`src/rtl/kd_tree_node_loader.sv`:
```
// kd_tree_node_loader
//   Writer side of the KD-tree internal-node config interface. Takes a stream
//   of split words from the upstream deserializer and programs the internal
//   nodes one per accepted word, in breadth-first order (node 0 is the root,
//   the children of node i are 2i+1 and 2i+2). Each write drives the shared
//   wdata bus together with a single one-hot wen strobe.
//
//   Optional feature macro: KD_LOADER_CHECK_EN
//     When defined, accepted words whose split dim index is >= NUM_DIMS are
//     consumed without a write strobe, and the sticky err flag is raised.
//     When undefined, every accepted word is written and err stays 0.
//
// Ports
//   clk        in   rising-edge clock
//   rst        in   synchronous, active-high reset
//   start      in   1-cycle pulse: begin loading from node 0
//   in_valid   in   upstream word valid
//   in_ready   out  loader can accept a word this cycle
//   in_data    in   upstream config word {split value[21:11], split dim[10:0]}
//   wen        out  one-hot per-node write strobe
//   wdata      out  shared config bus to the internal nodes
//   node_addr  out  index of the next node to be written
//   busy       out  high while loading
//   done       out  high once the tree is fully programmed
//   err        out  sticky bad-dimension flag
module kd_tree_node_loader #(
  parameter int unsigned STORAGE_WIDTH = 22,
  parameter int unsigned NUM_NODES     = 31,
  parameter int unsigned NUM_DIMS      = 5,
  parameter int unsigned ADDR_WIDTH    = 5
) (
  input  logic                     clk,
  input  logic                     rst,
  input  logic                     start,
  input  logic                     in_valid,
  output logic                     in_ready,
  input  logic [STORAGE_WIDTH-1:0] in_data,
  output logic [NUM_NODES-1:0]     wen,
  output logic [STORAGE_WIDTH-1:0] wdata,
  output logic [ADDR_WIDTH-1:0]    node_addr,
  output logic                     busy,
  output logic                     done,
  output logic                     err
);

  localparam int unsigned DIM_WIDTH = 11;
  localparam logic [ADDR_WIDTH-1:0] LAST_ADDR = ADDR_WIDTH'(NUM_NODES - 1);

`ifdef KD_LOADER_CHECK_EN
  localparam bit CHECK_EN = 1'b1;
`else
  localparam bit CHECK_EN = 1'b0;
`endif

  typedef enum logic [1:0] {
    IDLE = 2'd0,
    LOAD = 2'd1,
    DONE = 2'd2
  } state_t;

  state_t state;

  logic accept_c;
  logic bad_dim_c;

  // in_ready is only ever high in LOAD, so this is the handshake itself
  assign accept_c  = in_valid && in_ready;
  assign bad_dim_c = CHECK_EN && (in_data[DIM_WIDTH-1:0] >= DIM_WIDTH'(NUM_DIMS));

  // Load sequencer; all outputs are registered here
  always_ff @(posedge clk) begin
    if (rst) begin
      state     <= IDLE;
      in_ready  <= 1'b0;
      busy      <= 1'b0;
      done      <= 1'b0;
      err       <= 1'b0;
      wen       <= '0;
      wdata     <= '0;
      node_addr <= '0;
    end else begin
      // Strobe lasts exactly one cycle after each accept
      wen <= '0;
      case (state)
        IDLE, DONE: begin
          if (start) begin
            state     <= LOAD;
            in_ready  <= 1'b1;
            busy      <= 1'b1;
            done      <= 1'b0;
            err       <= 1'b0;
            node_addr <= '0;
          end
        end
        LOAD: begin
          // start is deliberately ignored here: no mid-load restart
          if (accept_c) begin
            wdata <= in_data;
            if (bad_dim_c) begin
              err <= 1'b1;
            end else begin
              wen <= NUM_NODES'(1) << node_addr;
            end
            // node_addr parks on the last node instead of wrapping
            if (node_addr == LAST_ADDR) begin
              state    <= DONE;
              in_ready <= 1'b0;
              busy     <= 1'b0;
              done     <= 1'b1;
            end else begin
              node_addr <= node_addr + ADDR_WIDTH'(1);
            end
          end
        end
        default: begin
          state    <= IDLE;
          in_ready <= 1'b0;
          busy     <= 1'b0;
        end
      endcase
    end
  end

endmodule

```
`config.mk`:
```
export PLATFORM = sky130hd
export DESIGN_NAME = kd_tree_node_loader
export DESIGN_NICKNAME = d
export VERILOG_FILES = /design/src/rtl/kd_tree_node_loader.sv
export SDC_FILE = /design/constraint.sdc
export NUM_CORES = 1
export LEC_CHECK = 0
export CAP_MARGIN = 15
export CORE_MARGIN = 2
export CORE_UTILIZATION = 56
export DETAILED_ROUTE_END_ITERATION = 8
export DONT_BUFFER_PORTS = 1
export PLACE_DENSITY = 0.82
export REMOVE_ABC_BUFFERS = 1
export SYNTH_ARGS = -nofsm -noshare
export SYNTH_HDL_FRONTEND = slang
export SYNTH_SLANG_ARGS = --single-unit
```
`constraint.sdc`:
```
create_clock -name clk -period 1.7 [get_ports clk]
set_input_delay 0.255 -clock clk [delete_from_list [all_inputs] [get_ports clk]]
set_output_delay 0.255 -clock clk [all_outputs]
set_load 0.03 [all_outputs]
```
==> results.py, run 1 <==
metrics = {
    "status": {
        "status": "finished, final reports clean",
    },
    "pwr": {
        "switchingPower_uw": 627,
        "clock_power_share_pct": 47.4,
        "p_leak_uw": 0.000903,
        "power_uw": 3070,
        "pwr-share-comb_pct": 3.4,
        "seqPwrFrac_pct": 49.1,
        "power.density_nw_per_um2": 1250,
        "peakVddDrop_uv": 693,
        "intPower_uw": 2450,
        "switching_share_pct": 20.4,
    },
    "clock_tree": {
        "clock_sinks": 62,
        "ctsRootBufferMaster": "clkbuf_8",
        "clockBufferDepth": 2,
        "cts_tree": "built",
        "h-tree-depth": 3,
        "clkSlewWorstSetupHoldPaths_ps": 60,
        "clock_latency_ps": 330,
        "numCtsBuffers": 9,
        "cts_setup_buffers": 0,
    },
    "sta": {
        "setup_tns_ps": 0,
        "rsz0062_at_grt": "false",
        "slew_viol_final": 0,
        "relSlewSlack_pct": 38.8,
        "fin_crit_sh_pct": 90.1,
        "layout_setup_ws_ps": 168,
        "setup_violations": 0,
        "tightest_slew_ps": 915,
        "max_freq_mhz": 653,
        "report.final.hold_viol_count": 0,
        "post-route-min-period_ps": 1530,
        "finClkSkew_ps": 9.05,
    },
    "route": {
        "ant_nets": 0,
        "vias": 1581,
        "drc": 0,
        "drt-total-wl_mm": 4.42,
        "drt-pass1-iter-count": 4,
        "post_drt_wl_per_cell_um": 14.9,
        "first_iter_violations": 108,
        "via_per_inst": 5.34,
    },
    "setup_path": {
        "crit_family": "simple AND/OR/NAND/NOR gates",
        "crit_path_start_kind": "flop",
        "cp_num_buf_inv": 1,
        "required_ps": 1940,
        "worstSetupEndpointType": "flop",
        "slowest_delay_ps": 310,
        "cp_slowest_cell": "dfxtp_1",
        "critPathKind": "reg -> reg",
        "worst_ep_arrival_time_ps": 1770,
        "crit_fanout": 5,
        "crit_chain": "inv_1 -> ha_2 -> and4_1 -> and3_1 -> a31oi_1 -> a211oi_2",
    },
    "place": {
        "dp_slack_ps": 154,
        "place_congestion": 0.836,
        "dp_hpwl_mm": 3.05,
        "io_buffer_count": 0,
    },
    "yosys": {
        "yosys_warnings": 0,
        "synth_edf_count": 0,
        "ys.flop_type": "dfxtp_1",
        "netlist_top_cells_area": "dfxtp_1 58%, nand2_1 10%, a21oi_1 5.9%",
        "netlist_instances": 234,
        "synthesis.area_sq_um": 2130,
        "yosysTopAreaCellShare_pct": 58.3,
        "synth_seq_cells": 62,
        "ys_top_cells_by_count": "62 x dfxtp_1, 57 x nand2_1, 25 x a21oi_1, 22 x nor2_1",
        "synth.most_common_cell": "dfxtp_1",
        "ys_seq_area_share_pct": 58.3,
        "synth_area_leader_cell": "dfxtp_1",
        "async_flop_share_pct": 0,
        "avgSynthCellArea_sq_um": 9.10,
        "synthDistinctLibCells": 28,
    },
    "global_routing": {
        "antenna_found_initial": 0,
        "grt_pass1_wl_mm": 7.07,
        "gr-total-overflow": 0,
        "grt_pass1_vias": 1512,
        "track_usage_pct": 22.1,
        "grt_max_degree": 26,
    },
    "floorplanning": {
        "start_util_pct": 58.1,
        "rows": 22,
        "die_w_um": 65.7,
        "core_area_sq_um": 3660,
        "boundaryPins": 88,
        "fp.dieH_um": 65.7,
        "die_area_sq_um": 4310,
    },
    "job": {
        "drv_cap": 0,
    },
    "final_layout": {
        "nFillCells": 283,
        "antennaDiodeCount": 0,
        "nNetsFinal": 275,
        "area_growth_pct": 15.3,
        "final_layout_size_suffix_gt1_share_pct": 12.5,
    },
    "worst_hold_path": {
        "hp-class": "in -> reg",
    },
}
-- power groups by stage --
| stage | Clock [uW] | Combinational, uW | Sequential (uW) |
|---|---|---|---|
| after CTS | 1480 | 103 | 1510 |
| after floorplan | 0 | 51.7 | 1550 |
| final | 1460 | 105 | 1510 |
| after global placement | 0 | 88.8 | 1540 |
| after detailed placement | 0 | 92.4 | 1540 |
| after global routing | 1590 | 116 | 1510 |
-- per-layer routing --
| metal | vias up | track usage, % | share of wire [%] |
|---|---|---|---|
| met3 | 7 | 10.8 | 7.7 |
| met4 | 0 | 9.11 | 1.3 |
| met1 | 721 | 26.3 | 41 |
| met5 | - | 0 | 0 |
| met2 | 66 | 33.8 | 50 |
| li1 | 787 | - | - |
-- final timing paths --
check / end / cells past startpoint / slack, ps / startpoint
worst max-delay path: done$_SDFFE_PP0P_ / 6 / 170 / node_addr[0]$_SDFFE_PP0P_
worst min-delay path: state[1]$_SDFFE_PP0P_ / 1 / 30 / rst
worst max register to register: done$_SDFFE_PP0P_ / 6 / 170 / node_addr[0]$_SDFFE_PP0P_
worst min register to register: wen[19]$_SDFF_PP0_ / 2 / 550 / node_addr[4]$_SDFFE_PP0P_
-- cell families (layout without fill, tap and decap cells) --
family / after synthesis / after routing / share of synthesized area [%]
fa+ha+maj: 6 / 6 / 3.53
flops: 62 / 62 / 58.3
compound gates: 39 / 39 / 10.8
other cells: 1 / 1 / 0.176
simple gates: 106 / 106 / 23.0
buf+inv: 20 / 34 / 4.12
-- sequential cells by signal, summed over array words and instances, names as in the netlist --
name	cells
state	2
wdata	22
busy	1
node_addr	5
wen	31
done	1
-- placed cells by master, fill, tap and decap left out, types with 2 or more instances in the layout --
master         Yosys  routed
nand2b_1           2       2
o211ai_1           3       3
bufinv_16          0       2
and3_1             4       4
nor2b_1            2       2
dfxtp_1           62      62
o31ai_1            4       4
dlygate4sd3_1      0       2
a31oi_1            2       2
nor2_1            22      22
nor3_1             8       8
o21ai_0            2       2
inv_1              6       6
nand2_1           57      57
buf_4              2      10
and4_1             2       2
nand3_1            4       4
a21oi_1           25      25
clkbuf_8           0      12
ha_1               6       5
-- metrics by stage --
step | area (sq um) | cells | utilization [%] | hold WS (ps)
detailed placement | 2200 | 278 | 60.0 | 330
CTS | 2440 | 295 | 66.7 | 0.461
global placement | 2200 | 278 | 60.0 | 324
global route | 2450 | 296 | 67.1 | 6.69
floorplan | 2060 | 220 | - | 320
finish | 2450 | 296 | 67.1 | 28.7
-- repair_timing --
| item | 4_1_cts | 5_1_grt |
|---|---|---|
| setup endpoints to repair | 0 | 1 |
| gates resized for setup | 0 | 1 |
| hold endpoints to repair | 25 | 1 |
| hold buffers | 1 | 1 |
-- layout make-up --
cell class	count	area (sq um)	area share, %
Clock buffer	13	169	6.88
Clock inverter	3	65.1	2.65
Inverter	6	22.5	0.917
Multi-Input combinational cell	152	802	32.7
Sequential cell	62	1240	50.6
Tap cell	48	60.1	2.45
Timing Repair Buffer	12	95.1	3.87
Power figures use the tool's default switching activity.
==> run 2, diff against run 1 <==
Clock period 1.7 ns to 1.9 ns, I/O delays scaled along.
==> results.py, run 2 (synthesis results as in run 1) <==
metrics = {
    "setup_path": {
        "worst_ep_arrival_time_ps": 1810,
        "worstSetupEndpointType": "flop",
        "startpoint": "node_addr[0]$_SDFFE_PP0P_",
        "crit_fanout": 8,
        "r2r-start": "node_addr[0]$_SDFFE_PP0P_",
        "required_ps": 2150,
        "reg2reg_slack_ps": 340,
        "r2r_end": "node_addr[3]$_SDFFE_PP0P_",
        "crit_path_start_kind": "flop",
        "r2r_cells": 6,
        "critPathKind": "reg -> reg",
    },
    "clock_tree": {
        "cts_tree": "built",
        "cts_setup_buffers": 0,
        "cts_hold_buf": 0,
        "clock_latency_ps": 330,
        "ctsRootBufferMaster": "clkbuf_8",
        "h-tree-depth": 3,
        "clockBufferDepth": 2,
        "clock_sinks": 62,
        "numCtsBuffers": 9,
        "clkSlewWorstSetupHoldPaths_ps": 60,
        "cts-resized-gates": 0,
    },
    "global_routing": {
        "antenna_found_initial": 0,
        "gr-total-overflow": 0,
        "grt_pass1_wl_mm": 6.82,
        "track_usage_pct": 21.2,
        "grt_max_degree": 36,
        "grt_pass1_vias": 1477,
    },
    "final_layout": {
        "largest_reg_flops": 31,
        "top_register": "wen",
        "antennaDiodeCount": 0,
        "reg_top3": "wen (31), wdata (22), node_addr (5)",
        "final_layout_size_suffix_gt1_share_pct": 11.4,
        "final_common_cell": "dfxtp_1",
        "area_growth_pct": 12.9,
        "layout_common_cells": "62 x dfxtp_1, 57 x nand2_1, 25 x a21oi_1",
        "nNetsFinal": 273,
    },
    "sta": {
        "relSlewSlack_pct": 54.0,
        "setup_tns_ps": 0,
        "rsz0062_at_grt": "false",
        "setup_violations": 0,
        "post-route-min-period_ps": 1560,
        "tightest_slew_ps": 684,
        "slew_viol_final": 0,
        "report.final.hold_viol_count": 0,
        "whs_ps": 11.5,
        "finClkSkew_ps": 3.84,
        "fin_crit_sh_pct": 82.0,
        "max_freq_mhz": 642,
    },
    "worst_hold_path": {
        "hp-class": "in -> reg",
        "min_from": "rst",
        "holdPathStages": 1,
        "whs_endpoint": "wdata[5]$_SDFFE_PP0P_",
    },
    "route": {
        "via_per_inst": 5.43,
        "post_drt_wl_per_cell_um": 15.0,
        "first_iter_violations": 93,
        "ant_nets": 0,
        "drt-pass1-iter-count": 4,
        "vias": 1596,
        "drt-total-wl_mm": 4.42,
        "drc": 0,
    },
    "place": {
        "place_congestion": 0.827,
        "io_buffer_count": 0,
        "dp_hpwl_mm": 3.01,
    },
    "floorplanning": {
        "start_util_pct": 58.1,
        "die_w_um": 65.7,
        "die_area_sq_um": 4310,
        "boundaryPins": 88,
        "fp.dieH_um": 65.7,
        "core_area_sq_um": 3660,
        "rows": 22,
    },
    "pwr": {
        "power_uw": 2590,
        "peakVddDrop_uv": 679,
        "power.density_nw_per_um2": 1080,
        "p_leak_uw": 0.000875,
    },
    "status": {
        "status": "finished, final reports clean",
    },
    "job": {
        "drv_cap": 0,
    },
}
[run 2: cell count changes in the layout (fill, tap and decap cells not counted), sizes merged]
cell         before  now
buf              10    9
dlygate4sd3       2    1
bufinv            2    1
clkinvlp          0    1
[run 2: cell type report]
| class | count | area, sq um |
|---|---|---|
| tap | 48 | 60.1 |
| sequential | 62 | 1240 |
| multi-input combinational | 152 | 800 |
| clock buffer | 13 | 159 |
| timing repair buffer | 10 | 77.6 |
| inverter | 6 | 22.5 |
| fill | 285 | 1260 |
| clock inverter | 3 | 42.5 |
[run 2: worst max path at each step]
stage | to | slack [ps]
floorplan | node_addr[3]$_SDFFE_PP0P_ | 60
global placement | node_addr[3]$_SDFFE_PP0P_ | 440
detailed placement | node_addr[3]$_SDFFE_PP0P_ | 370
CTS | node_addr[3]$_SDFFE_PP0P_ | 350
global route | node_addr[3]$_SDFFE_PP0P_ | 120
finish | node_addr[3]$_SDFFE_PP0P_ | 340
[run 2: per-layer routing]
layer | share of wire [%] | track usage [%] | up-vias
li1 | - | - | 783
met1 | 42 | 24.9 | 748
met5 | 0 | 0 | -
met4 | 1.6 | 9.90 | 0
met2 | 48 | 32.6 | 58
met3 | 7.9 | 10.3 | 7
[run 2: critical path, cell delays in order, from the launching register on]
cell and delay (ps):
dfxtp_1 330, inv_1 80, ha_1 260, and4_1 260, o21ai_2 290, o211ai_1 140
o31ai_1 100
[run 2: through the flow]
stage	cell area (sq um)	worst slack [ps]	utilization, %	std cells
after floorplan	2060	57.3	-	220
after global placement	2190	441	59.8	277
after detailed placement	2190	366	59.8	277
after CTS	2390	350	65.3	293
after global routing	2400	123	65.6	294
final	2400	342	65.6	294
[run 2: where the power goes]
part	switching (uW)	internal [uW]	total [uW]
sequential	36.1	1320	1350
combinational	59.0	25.7	84.7
clock	474	676	1150
total	569	2020	2590
==> patch: new RTL, config.mk and constraints of run 1 <==
Add a define of `KD_LOADER_CHECK_EN`.
--- a/src/rtl/kd_tree_node_loader.sv
+++ b/src/rtl/kd_tree_node_loader.sv
@@ -24,4 +24,6 @@
 //   done       out  high once the tree is fully programmed
 //   err        out  sticky bad-dimension flag
+`define KD_LOADER_CHECK_EN
+
 module kd_tree_node_loader #(
   parameter int unsigned STORAGE_WIDTH = 22,
Formal check against the unedited RTL: not equivalent (Yosys sat finds a counterexample within 4 cycles, from zero or initial values and one cycle with rst high).
==> patch against run 1 <==
- sequential cell count grew 1
- clock skew is 0.0047 ns lower
- first-iteration DRC count up 26%
- via count increased by 16%
- power is 10% lower
- area after synthesis rose by 7.7%
- setup slack worse by 0.056 ns
- clock power down 21%
- design area increased by 3.7%
- routed wire length rose by 16%
- combinational power shrank 11%
- core utilization fell by 2.9 points
- largest cell class unchanged
- largest power group unchanged
==> patch: results <==
[run_status]
outcome = "complete, no violations"

[placed_design]
place_area_um2 = 2340
globalplace.congestion = 0.787
hpwl_um = 3370

[detailed_routing]
routed_via_density = 5.93
wl_met1_um = 2140
met3_length_um = 462
finalWirelength_um = 5140
drt_iter0_markers = 136
route.met2.wl_um = 2460

[pwr]
p_leak_uw = 0.000874
clkPwrFrac = 0.416
internal_power_uw = 2120
ir_worst_vdd_v = 0.000636

[setup_path]
crit_start = "state[0]$_SDFFE_PP0P_"
reg2reg_to = "wen[14]$_SDFF_PP0_"
path_max_fanout = 15
arrival_ns = 1.82

[global_routing]
grt_pass1_wl_um = 7510
grt_pass1_vias = 1601
grt_usage = 0.223
grt_max_degree = 32

[finish]
nNetsFinal = 287
drive_gt1_frac = 0.115

[synthesis]
yosys-top-cells-count = "dfxtp_1, nand2_1, nor4_1"
syn_avg_cell_area_um2 = 9.21
synthDistinctLibCells = 33
synth_seq_area_share = 0.550

[worst_hold_path]
hold_path_class = "primary input to register"

[timing]
worstMarginPinSlew_ns = 0.899
fin_skew_ns = 0.00439
## patch: cell count changes after synthesis, sizes merged, moves of 4 or more
cell    change
nor3        -8
o31ai       -4
nand2b      +5
nor2       -19
nor4       +33
## patch: area by class of cell
| cell class | count | area, um^2 |
|---|---|---|
| Clock buffer | 13 | 159 |
| Tap cell | 50 | 62.6 |
| Sequential cell | 63 | 1260 |
| Multi-Input combinational cell | 164 | 935 |
| Timing Repair Buffer | 12 | 92.6 |
| Inverter | 5 | 18.8 |
| Clock inverter | 3 | 17.5 |
| Fill cell | 327 | 1430 |
## patch: worst max-delay path, cell delays in order, from the launching register on
cell,delay [ns]
dfxtp_1,0.45
and4b_2,0.38
nand3_2,0.29
nor4_1,0.37
## patch: cells by family (layout without fill, tap and decap cells)
logic type      after synthesis  count (layout)  synth area share
compound gates               36              36            0.0879
simple gates                118             119             0.266
fa+ha+maj                     6               6            0.0328
mux                           3               3            0.0131
flops                        63              63             0.550
buf+inv                      23              33            0.0497
## patch: worst min path at each step
stage / from / end / slack [ns] / depth (start not counted)
global placement: rst / wdata[0]$_SDFFE_PP0P_ / 0.33 / 1
CTS: in_data[20] / wdata[20]$_SDFFE_PP0P_ / 0.04 / 2
floorplan: rst / node_addr[0]$_SDFFE_PP0P_ / 0.32 / 1
detailed placement: rst / wdata[20]$_SDFFE_PP0P_ / 0.33 / 1
finish: in_data[20] / wdata[20]$_SDFFE_PP0P_ / 0.05 / 2
global route: in_data[17] / wdata[17]$_SDFFE_PP0P_ / 0.03 / 2
## patch: metal layers
layer	up-vias	GRT usage
li1	886	-
met1	854	0.261
met2	88	0.342
met3	10	0.0888
met4	0	0.138
met5	-	0
## patch: power groups by stage
stage	Clock (uW)	Sequential [uW]	Combinational (uW)
2_1_floorplan	0	1560	47.7
3_3_place_gp	0	1550	78.0
3_5_place_dp	0	1550	80.5
4_1_cts	1160	1520	90.8
5_1_grt	1220	1520	102
6_report	1150	1520	93.3
## patch: per-stage QoR
step	util	power (uW)
floorplan	-	1610
global placement	0.590	1630
detailed placement	0.590	1630
CTS	0.637	2770
global route	0.641	2850
finish	0.641	2760
## patch: repair_timing
item,in CTS,in global routing
gates resized for setup,0,2
endpoints found under the hold margin,25,0
endpoints found under the setup margin,0,5
hold buffers,1,0
